--- src/rtl/ysyx_22040759_mem_arb_pkg.sv ---
// ----------------------------------------------------------------------------
// ysyx_22040759_mem_arb_pkg
// Shared definitions for the IF/LS memory arbiter: FSM state encodings, owner
// encodings and the helper that picks the fetched 32-bit word from a 64-bit beat.
// ----------------------------------------------------------------------------
package ysyx_22040759_mem_arb_pkg;

    // Arbiter FSM states.
    typedef enum logic [1:0] {
        ARB_IDLE    = 2'd0,
        ARB_WAIT_IF = 2'd1,
        ARB_WAIT_LS = 2'd2
    } arb_state_e;

    // Owner of the outstanding transaction (also the arbitration winner).
    localparam logic OWN_IF = 1'b0;
    localparam logic OWN_LS = 1'b1;

    // Fetches are 4-byte aligned inside a 64-bit beat; addr[2] picks the half.
    function automatic logic [31:0] pick_word(input logic word_sel, input logic [63:0] beat);
        return word_sel ? beat[63:32] : beat[31:0];
    endfunction

endpackage

--- src/rtl/ysyx_22040759_mem_arb.sv ---
// ----------------------------------------------------------------------------
// ysyx_22040759_mem_arb
// Two-master / one-slave arbiter sharing the core memory port between the
// instruction fetch (IF, 32-bit read-only) and the load/store unit (LS, 64-bit
// read/write). One outstanding transaction at a time; request/grant accepts a
// transaction, rvalid completes it. Grants and rvalids are forwarded
// combinationally, so the arbiter adds no cycles on either handshake.
//
// Configuration macro:
//   YSYX_22040759_ARB_RR_EN  defined   -> round-robin between IF and LS on a tie
//                            undefined -> fixed priority, LS always wins
//
// Ports:
//   clk, rst                       clock, synchronous active-high reset
//   if_req/if_addr                 fetch request (held until if_gnt)
//   if_gnt/if_rvalid/if_rdata      fetch accept, completion pulse, instruction
//   ls_req/ls_we/ls_addr/
//   ls_wdata/ls_wmask              LSU request and payload (held until ls_gnt)
//   ls_gnt/ls_rvalid/ls_rdata      LSU accept, completion pulse, load data
//   mem_req/mem_we/mem_addr/
//   mem_wdata/mem_wmask            request to memory (wmask 0 for reads)
//   mem_gnt/mem_rvalid/mem_rdata   memory accept, response, read data
//
// DATA_W must be 64: the fetch word select relies on addr[2].
// ----------------------------------------------------------------------------
module ysyx_22040759_mem_arb
    import ysyx_22040759_mem_arb_pkg::*;
#(
    parameter int unsigned ADDR_W = 64,
    parameter int unsigned DATA_W = 64
) (
    input  logic              clk,
    input  logic              rst,

    input  logic              if_req,
    input  logic [ADDR_W-1:0] if_addr,
    output logic              if_gnt,
    output logic              if_rvalid,
    output logic [31:0]       if_rdata,

    input  logic              ls_req,
    input  logic              ls_we,
    input  logic [ADDR_W-1:0] ls_addr,
    input  logic [DATA_W-1:0] ls_wdata,
    input  logic [7:0]        ls_wmask,
    output logic              ls_gnt,
    output logic              ls_rvalid,
    output logic [DATA_W-1:0] ls_rdata,

    output logic              mem_req,
    output logic              mem_we,
    output logic [ADDR_W-1:0] mem_addr,
    output logic [DATA_W-1:0] mem_wdata,
    output logic [7:0]        mem_wmask,
    input  logic              mem_gnt,
    input  logic              mem_rvalid,
    input  logic [DATA_W-1:0] mem_rdata
);

    arb_state_e state_q, state_d;
    logic       owner_q, owner_d;
    logic       word_sel_q, word_sel_d;
    logic       sel;
    logic       any_req;

    assign any_req = if_req | ls_req;

`ifdef YSYX_22040759_ARB_RR_EN
    logic last_owner_q, last_owner_d;

    // On a tie the master that did not win the previous grant goes first.
    always_comb begin
        if (if_req && ls_req) begin
            sel = ~last_owner_q;
        end else if (ls_req) begin
            sel = OWN_LS;
        end else begin
            sel = OWN_IF;
        end
    end
`else
    always_comb begin
        sel = ls_req ? OWN_LS : OWN_IF;
    end
`endif

    // ------------------------------------------------------------------------
    // State registers
    // ------------------------------------------------------------------------
    always_ff @(posedge clk) begin
        if (rst) begin
            state_q    <= ARB_IDLE;
            owner_q    <= OWN_IF;
            word_sel_q <= 1'b0;
        end else begin
            state_q    <= state_d;
            owner_q    <= owner_d;
            word_sel_q <= word_sel_d;
        end
    end

`ifdef YSYX_22040759_ARB_RR_EN
    always_ff @(posedge clk) begin
        if (rst) begin
            last_owner_q <= OWN_IF;
        end else begin
            last_owner_q <= last_owner_d;
        end
    end
`endif

    // ------------------------------------------------------------------------
    // Next state, request mux and response demux
    // ------------------------------------------------------------------------
    always_comb begin
        state_d    = state_q;
        owner_d    = owner_q;
        word_sel_d = word_sel_q;
`ifdef YSYX_22040759_ARB_RR_EN
        last_owner_d = last_owner_q;
`endif

        mem_req   = 1'b0;
        mem_we    = 1'b0;
        mem_addr  = '0;
        mem_wdata = '0;
        mem_wmask = '0;
        if_gnt    = 1'b0;
        ls_gnt    = 1'b0;
        if_rvalid = 1'b0;
        ls_rvalid = 1'b0;
        if_rdata  = '0;
        ls_rdata  = '0;

        unique case (state_q)
            ARB_IDLE: begin
                mem_req = any_req;
                // Payload only driven while requesting so idle outputs read as 0.
                if (any_req) begin
                    if (sel == OWN_LS) begin
                        mem_we    = ls_we;
                        mem_addr  = ls_addr;
                        mem_wdata = ls_wdata;
                        mem_wmask = ls_we ? ls_wmask : 8'h00;
                    end else begin
                        mem_addr  = if_addr;
                    end
                end

                if (any_req && mem_gnt) begin
                    owner_d = sel;
`ifdef YSYX_22040759_ARB_RR_EN
                    last_owner_d = sel;
`endif
                    if (sel == OWN_LS) begin
                        ls_gnt  = 1'b1;
                        state_d = ARB_WAIT_LS;
                    end else begin
                        if_gnt     = 1'b1;
                        word_sel_d = if_addr[2];
                        state_d    = ARB_WAIT_IF;
                    end
                end
                // mem_rvalid seen here is stale or spurious and is dropped.
            end

            ARB_WAIT_IF, ARB_WAIT_LS: begin
                if (mem_rvalid) begin
                    if (owner_q == OWN_LS) begin
                        ls_rvalid = 1'b1;
                        ls_rdata  = mem_rdata;
                    end else begin
                        if_rvalid = 1'b1;
                        if_rdata  = pick_word(word_sel_q, mem_rdata);
                    end
                    state_d = ARB_IDLE;
                end
            end

            default: begin
                state_d = ARB_IDLE;
            end
        endcase
    end

endmodule

--- config.mk ---
export PLATFORM = sky130hd
export DESIGN_NAME = ysyx_22040759_mem_arb
export DESIGN_NICKNAME = d
export VERILOG_FILES = /design/src/rtl/ysyx_22040759_mem_arb_pkg.sv /design/src/rtl/ysyx_22040759_mem_arb.sv
export SDC_FILE = /design/constraint.sdc
export NUM_CORES = 1
export LEC_CHECK = 0
export ABC_AREA = 1
export ABC_CLOCK_PERIOD_IN_PS = 2450
export CORE_AREA = 5 5 195 197
export CTS_CLUSTER_DIAMETER = 30
export CTS_CLUSTER_SIZE = 10
export DETAILED_ROUTE_END_ITERATION = 10
export DIE_AREA = 0 0 200 202
export SKIP_LAST_GASP = 1
export SYNTH_ARGS = -nofsm -noshare
export SYNTH_HDL_FRONTEND = slang
export SYNTH_SLANG_ARGS = --single-unit
--- constraint.sdc ---
create_clock -name clk -period 2.45 [get_ports clk]
set_input_delay 0.245 -clock clk [delete_from_list [all_inputs] [get_ports clk]]
set_output_delay 0.245 -clock clk [all_outputs]
set_load 0.03 [all_outputs]
After elaboration in Yosys (flattened, before gate mapping):

Index checks and enable logic that the tools add are counted.

* equality and inequality tests: 4
* reductions and logical operators: 6
* multiplexer cells: 38
* bitwise logic cells: 2

Operator list (count)
* $mux 64: 9
* $mux 32: 4
* $mux 8: 4
* $mux 1: 17
* $mux 2: 3
* $ne 2x2->1 const B: 2
* $pmux 2 s2: 1
* $reduce_and 2->1: 2
* $reduce_and 3->1: 1
* $eq 2x1->1 const B: 1
* $eq 2x2->1 const B: 1
* $logic_not 2->1: 1
* $reduce_or 2->1: 1
* $logic_and 1x1->1: 1
* $not 1->1: 1
* $or 1x1->1: 1

* logic and storage cells: 53
* flip-flop bits (word level): 4
* output and inout port bits: 238
* input port bits: 271

Depth between registers and ports, before layout:

Gate-level depths: netlist of run 1.

* depth in word-level cells: 4
* mapped depth: 8
* mapped depth without buffers: 6

Worst setup path before layout of run 1:

OpenSTA, ideal clock, no wires.

* path type: register to output
* from: register state_q[0]
* to: output port ls_rdata[54]
* buffers on the path: 2
* required time: 2.205 ns
* cell stages (with the launch flop): 7
* slack: 0.746 ns
* arrival time: 1.459 ns
* cells stage by stage: dfxtp_1 > inv_1 > ha_1 > nand3_1 > buf_2 > buf_2 > nor2_1

* longest elaborated chain between the ends: 3
* elaborated cells between the ends (all ways): 4
* those cells by class: 2 x eq/ne; 1 x mux; 1 x reduce/logical

Ends and longest elaborated chain
* from (decl): RTL line ysyx_22040759_mem_arb.sv:60 `arb_state_e state_q, state_d;`
* from (signal assigned): RTL line ysyx_22040759_mem_arb.sv:96 `state_q <= state_d;`
* $eq 2x1->1 / $eq 2x2->1 (equally long branches): RTL line ysyx_22040759_mem_arb.sv:135 `unique case (state_q)`
* $reduce_or 2->1 *: RTL line ysyx_22040759_mem_arb.sv:135
* $mux 64 *: RTL line ysyx_22040759_mem_arb.sv:135
* to (decl): RTL line ysyx_22040759_mem_arb.sv:48 `output logic [DATA_W-1:0] ls_rdata,`

Mark *: on every way between the ends. The rest lies on a longest branch, timed or not.

Final worst setup path of run 1:

* from: register state_q[0]
* to: output port ls_rdata[52]

The elaborated chain is that of the path after synthesis.

==> results of run 1 <==
## area by class of cell
class	count	area, sq um	area share (%)
multi-input combinational	514	2010	22.5
timing repair buffer	522	5280	59.1
inverter	242	908	10.2
antenna	1	2.50	0.0280
sequential	4	81.3	0.910
tap	468	586	6.55
clock buffer	3	75.1	0.840
## layer usage
layer,up-vias,share of wire [%]
li1,3140,-
met1,2549,37
met2,319,49
met3,26,11
met4,2,2.5
met5,-,0.032
## stage by stage
step / hold slack [ps] / std cells / worst slack, ps / instance area [sq um] / utilization, %
2_1_floorplan: 314 / 805 / 746 / 3260 / -
3_3_place_gp: 460 / 1750 / 320 / 8790 / 24.4
3_5_place_dp: 462 / 1750 / 281 / 8790 / 24.4
4_1_cts: 467 / 1753 / 82.8 / 8870 / 24.6
5_1_grt: 500 / 1754 / -44.3 / 8940 / 24.8
6_report: 466 / 1754 / 72.7 / 8940 / 24.8
## cell families after synthesis
logic type | synth area share (%)
flops | 2.46
compound gates | 6.00
fa+ha+maj | 0.384
buf+inv | 36.3
simple gates | 54.8
## how the worst min path moves through the flow
stage / start / endpoint / cells after the start
floorplan: rst / owner_q$_SDFFE_PP0P_ / 1
global placement: state_q[0]$_SDFFE_PP0P_ / state_q[0]$_SDFFE_PP0P_ / 2
detailed placement: state_q[1]$_SDFFE_PP0P_ / state_q[1]$_SDFFE_PP0P_ / 2
CTS: state_q[1]$_SDFFE_PP0P_ / state_q[1]$_SDFFE_PP0P_ / 2
global route: state_q[1]$_SDFFE_PP0P_ / state_q[1]$_SDFFE_PP0P_ / 2
finish: state_q[1]$_SDFFE_PP0P_ / state_q[1]$_SDFFE_PP0P_ / 2
## report_power, final
group | leakage (nW) | internal, mW | switching [mW]
clock | 0.0370 | 0.208 | 0.0442
combinational | 5.54 | 0.940 | 1.08
sequential | 0.0332 | 0.0700 | 0.00280
total | 5.61 | 1.22 | 1.13
## timing repair
action                     CTS  global route
hold endpoints to repair     0             0
setup endpoints to repair    0            28
resized for setup            0            28
## cell usage after synthesis
cell	count
clkbuf_2	2
buf_2	28
nand3_1	3
ha_1	1
o21ai_0	35
nor2_1	140
nor2_2	1
buf_6	5
a21oi_1	4
clkbuf_1	2
inv_1	242
nand2_1	330
dfxtp_1	4
buf_4	8
## tightest hold or removal path, stage by stage (launching register included)
cell and delay, ps:
dfxtp_1 300, nand2_1 60, a21oi_1 50
## layout by cell type (no fill, tap or decap), types with 2 or more instances in the layout
master	n
clkbuf_16	3
dfxtp_1	3
inv_1	241
dlymetal6s2s_1	28
clkdlybuf4s50_1	339
o21ai_0	35
buf_4	124
buf_12	30
nand2_1	329
nor2_1	139
nand3_1	2
a21oi_1	4
## flip-flops by register name, summed over array words and instances, names as in the netlist
name,flops
state_q,2
owner_q,1
word_sel_q,1
==> results.json, run 1 <==
{
  "finalSetupViolations": 0,
  "synth_area_leaders": "nand2_1, inv_1, nor2_1, o21ai_0, buf_2",
  "use_met1_pct": 10.8,
  "hold_class": "flip-flop to flip-flop",
  "max_cap_violations": 0,
  "drive_above_1_share_pct": 12.8,
  "drt_iter0_markers": 184,
  "critPathCapture": "ls_rdata[52]",
  "cts_tree": "yes",
  "postRouteAntennaNets": 0,
  "cts_root_buf": "clkbuf_16",
  "clkTransAtPathRegs_ps": 30,
  "clk_latency_ps": 220,
  "route.detailed.drc": 0,
  "worstPathCellList": "inv_1, ha_1, nand3_2, buf_12, nor2_1, clkdlybuf4s50_1",
  "synth_warnings": 0,
  "post-synth-top-area-cell": "nand2_1",
  "path_buf_inv": 3,
  "core_area_sq_um": 36100,
  "syn_area_sq_um": 3260,
  "synth_top_area_share_pct": 38.0,
  "grt_pass1_vias": 5838,
  "pin_count": 509,
  "place_hpwl_microns": 19300,
  "end_kind": "output pin",
  "top_usage_layer": "met2",
  "grt_use_met2_pct": 18.0,
  "portBuffers": 508,
  "hold_buffers": 0,
  "syn_inst": 805,
  "cp.depth": 6,
  "timing.rr.start": "state_q[0]$_SDFFE_PP0P_",
  "drv_slew": 0,
  "grtUsageTotal_pct": 9.71,
  "cellPowerDensity_nw_per_um2": 263,
  "wl_microns": 22100,
  "initial_utilization_pct": 9.02,
  "clock_sinks": 4,
  "worstPathRequired_ps": 2200,
  "slowest_stage": "clkdlybuf4s50_1",
  "wl_per_cell_microns": 12.6,
  "met3_usage_pct": 2.52,
  "finalWeightedCongestion": 0.870,
  "die_h_microns": 202,
  "dr.pass1.iters": 4,
  "syn_avg_cell_area_sq_um": 4.04,
  "syn_nets": 1077,
  "relSlewSlack_pct": 61.8,
  "viasPerCell": 3.44,
  "static-leakage-power_nw": 5.61,
  "r2r-end": "owner_q$_SDFFE_PP0P_",
  "antenna_found_initial": 2,
  "final_nets": 1559,
  "hold_violations": 0,
  "syn_to_final_growth_pct": 175,
  "path_max_fanout": 65,
  "startpoint_type": "flip-flop",
  "timing_worst_setup_path_type": "flip-flop to output pin",
  "yosysSeqAreaShare_pct": 2.46,
  "vdd_ir_drop_max_v": 0.000161,
  "fill_cells": 4036,
  "grt-ovfl-total": 0,
  "vias": 6036,
  "cts_buffer_depth": 2,
  "numCtsBuffers": 3,
  "grt_pass1_wl_microns": 31400,
  "critPathTopFamily": "buffers and inverters",
  "status": "finished clean",
  "setup_tns_ps": 0,
  "die_w_microns": 200,
  "clock.fmax_mhz": 421,
  "startpoint": "state_q[0]$_SDFFE_PP0P_",
  "finalCritPeriodShare_pct": 97.0,
  "fin_crit_ps": 2380,
  "grt_max_degree": 66,
  "r2r_cells": 7,
  "clock_skew_ps": 2.09,
  "max_stage_delay_ps": 700,
  "ys_types": 14,
  "dieArea_sq_um": 40400,
  "finalPower_mw": 2.35,
  "worst_pin_slew_ps": 573,
  "critPathArrivalTime_ps": 2130,
  "cts_max_level": 1,
  "ys_ff_latch": 4,
  "r2r_slack_ps": 1000,
  "cts_setup_buffers": 0,
  "rows": 70
}
(Power assumes the default switching activity.)
==> inputs of run 2 (changes only) <==
Settings changed: CELL_PAD_IN_SITES_DETAIL_PLACEMENT set to 1, CELL_PAD_IN_SITES_GLOBAL_PLACEMENT set to 1, CORE_AREA 5 5 195 197 to 5 5 197 199, DIE_AREA 0 0 200 202 to 0 0 202 204, PLACE_DENSITY_LB_ADDON set to 0.1.
==> run 2 against run 1 <==
Effect of this change:
- sequential power rose by 7.6%
- fmax rose by 7.9%
- cell count rose by 0.34%
- first-iteration DRC count fell by 24%
- critical endpoint is now ls_rdata[59]
- largest cell class unchanged
- highest routed layer unchanged
==> results.json, run 2 (synthesized netlist as in run 1, its figures left out) <==
{
  "critPathArrivalTime_ps": 1960,
  "core_area_sq_um": 37000,
  "hold_class": "flip-flop to flip-flop",
  "startpoint_type": "flip-flop",
  "rows": 71,
  "grt_pass1_vias": 6324,
  "max_stage_delay_ps": 350,
  "finalWeightedCongestion": 0.747,
  "hold_violations": 0,
  "min_path_cells": 2,
  "cts_root_buf": "clkbuf_16",
  "path_buf_inv": 4,
  "dpl_cell_area_sq_um": 8310,
  "switching_share_pct": 49.9,
  "critPathTopFamily": "buffers and inverters",
  "antenna_found_initial": 6,
  "pwr-share-seq_pct": 3.5,
  "portBuffers": 508,
  "fill_cells": 4785,
  "grtUsageTotal_pct": 12.1,
  "numCtsBuffers": 3,
  "grt-ovfl-total": 0,
  "die_w_microns": 202,
  "clk_latency_ps": 220,
  "rsz0062_at_grt": "false",
  "grt_pass1_wl_microns": 39000,
  "mostFrequentLayoutCells": "nand2_1, clkdlybuf4s50_1, inv_1, buf_4, nor2_1",
  "crit_top_cell": "buf_4",
  "route.detailed.drc": 0,
  "end_kind": "output pin",
  "switchingPower_mw": 1.12,
  "initial_utilization_pct": 8.79,
  "postRouteAntennaNets": 0,
  "clkTransAtPathRegs_ps": 30,
  "drt_iter0_markers": 140,
  "clock_skew_ps": 0.867,
  "pin_count": 509,
  "timing_worst_setup_path_type": "flip-flop to output pin",
  "slowest_stage": "ha_1",
  "grt_max_degree": 65,
  "drv_slew": 0,
  "p_comb_share_pct": 85.4,
  "finalCritPeriodShare_pct": 89.9,
  "worstPathRequired_ps": 2200,
  "dieArea_sq_um": 41200,
  "dr.pass1.iters": 4,
  "finalPower_mw": 2.25,
  "relSlewSlack_pct": 50.0,
  "worstPathCellList": "inv_1, ha_1, nand3_4, buf_4, buf_4, nor2_1, buf_4",
  "design_area_sq_um": 8390,
  "finalSetupViolations": 0,
  "clock_sinks": 4,
  "holdWs_ps": 464,
  "clock.fmax_mhz": 454,
  "max_cap_violations": 0,
  "setup_tns_ps": 0,
  "vias": 6057,
  "cts_buffer_depth": 2,
  "cts_tree": "yes",
  "cts_setup_buffers": 0,
  "largest_register_ffs": 2,
  "pwr-share-clk_pct": 11.2,
  "wl_per_cell_microns": 15.3,
  "pre_cts_ws_ps": 109,
  "cts_max_level": 1,
  "top_register": "state_q",
  "cp.depth": 7,
  "drive_above_1_share_pct": 18.8,
  "path_max_fanout": 35,
  "r2r_cells": 6,
  "cellPowerDensity_nw_per_um2": 268,
  "static-leakage-power_nw": 5.21,
  "status": "finished clean",
  "viasPerCell": 3.44,
  "place_hpwl_microns": 23200,
  "syn_to_final_growth_pct": 158,
  "power.internal_mw": 1.13,
  "layout_commonest_cell": "nand2_1",
  "fin_crit_ps": 2200,
  "final_nets": 1557,
  "worst_pin_slew_ps": 750,
  "vdd_ir_drop_max_v": 0.000142,
  "fin_ws_ps": 247,
  "wl_microns": 26900,
  "largestRegisters": "state_q: 2 flops, owner_q: 1 flops, word_sel_q: 1 flops",
  "die_h_microns": 204
}
==> run 2: changes by cell type in the layout (fill, tap and decap cells not counted), sizes merged <==
| cell | delta |
|---|---|
| dlygate4sd2 | +10 |
| clkdlybuf4s50 | -62 |
| dlymetal6s2s | -27 |
| buf | +77 |
| diode | +2 |
==> run 2: repair_timing <==
| item | CTS | global route |
|---|---|---|
| setup endpoints to repair | 10 | 2 |
| hold buffers | 0 | 0 |
| resized for setup | 10 | 2 |
| gates cloned | 0 | 0 |
==> run 2: per-layer routing <==
metal  share of wire [%]  global-route usage (%)  routed length, microns
met1                  37                    12.8                   10100
met2                  50                    22.1                   13500
met3                  10                    5.17                    2760
met4                 2.1                    2.95                     559
met5                0.15                       0                      41
==> run 2: path summary, 6_finish.rpt <==
kind	from	end	slack [ps]
setup reg to reg	state_q[0]$_SDFFE_PP0P_	word_sel_q$_SDFFE_PP0P_	1040
hold reg to reg	state_q[1]$_SDFFE_PP0P_	state_q[1]$_SDFFE_PP0P_	460
hold / removal	state_q[1]$_SDFFE_PP0P_	state_q[1]$_SDFFE_PP0P_	460
setup / recovery	state_q[0]$_SDFFE_PP0P_	ls_rdata[59]	250
==> run 2: power by group through the flow <==
stage | logic (mW) | registers [mW] | clock network, mW
detailed placement | 1.96 | 0.0791 | 0
CTS | 1.97 | 0.0783 | 0.255
floorplan | 0.959 | 0.0727 | 0
global route | 2.08 | 0.0796 | 0.265
global placement | 1.96 | 0.0791 | 0
finish | 1.92 | 0.0783 | 0.251
==> run 2: layout make-up <==
cell class | instances | area (sq um) | share of cell area (%)
repair buffers | 520 | 4710 | 56.1
multi-input cells | 514 | 2020 | 24.0
inverters | 242 | 908 | 10.8
well taps | 474 | 593 | 7.07
flip-flops and latches | 4 | 81.3 | 0.969
clock buffers | 3 | 75.1 | 0.894
diodes | 3 | 7.51 | 0.0894
==> run 2: stage by stage <==
stage                     util, %  instances
after floorplan                 -        805
after global placement       22.4       1754
after detailed placement     22.4       1754
after CTS                    22.6       1757
after global routing         22.7       1760
final                        22.7       1760
==> run 2: tightest hold or removal path: stages, from the launching register on <==
cell and delay, ps:
dfxtp_1 300, nand2_1 60, a21oi_1 50
==> inputs of run 3 (changes only) <==
Settings changed: CTS_CLUSTER_DIAMETER 30 to 50.
==> results of run 3 <==
The final DEF is identical to that of run 2; final timing and power are the same.
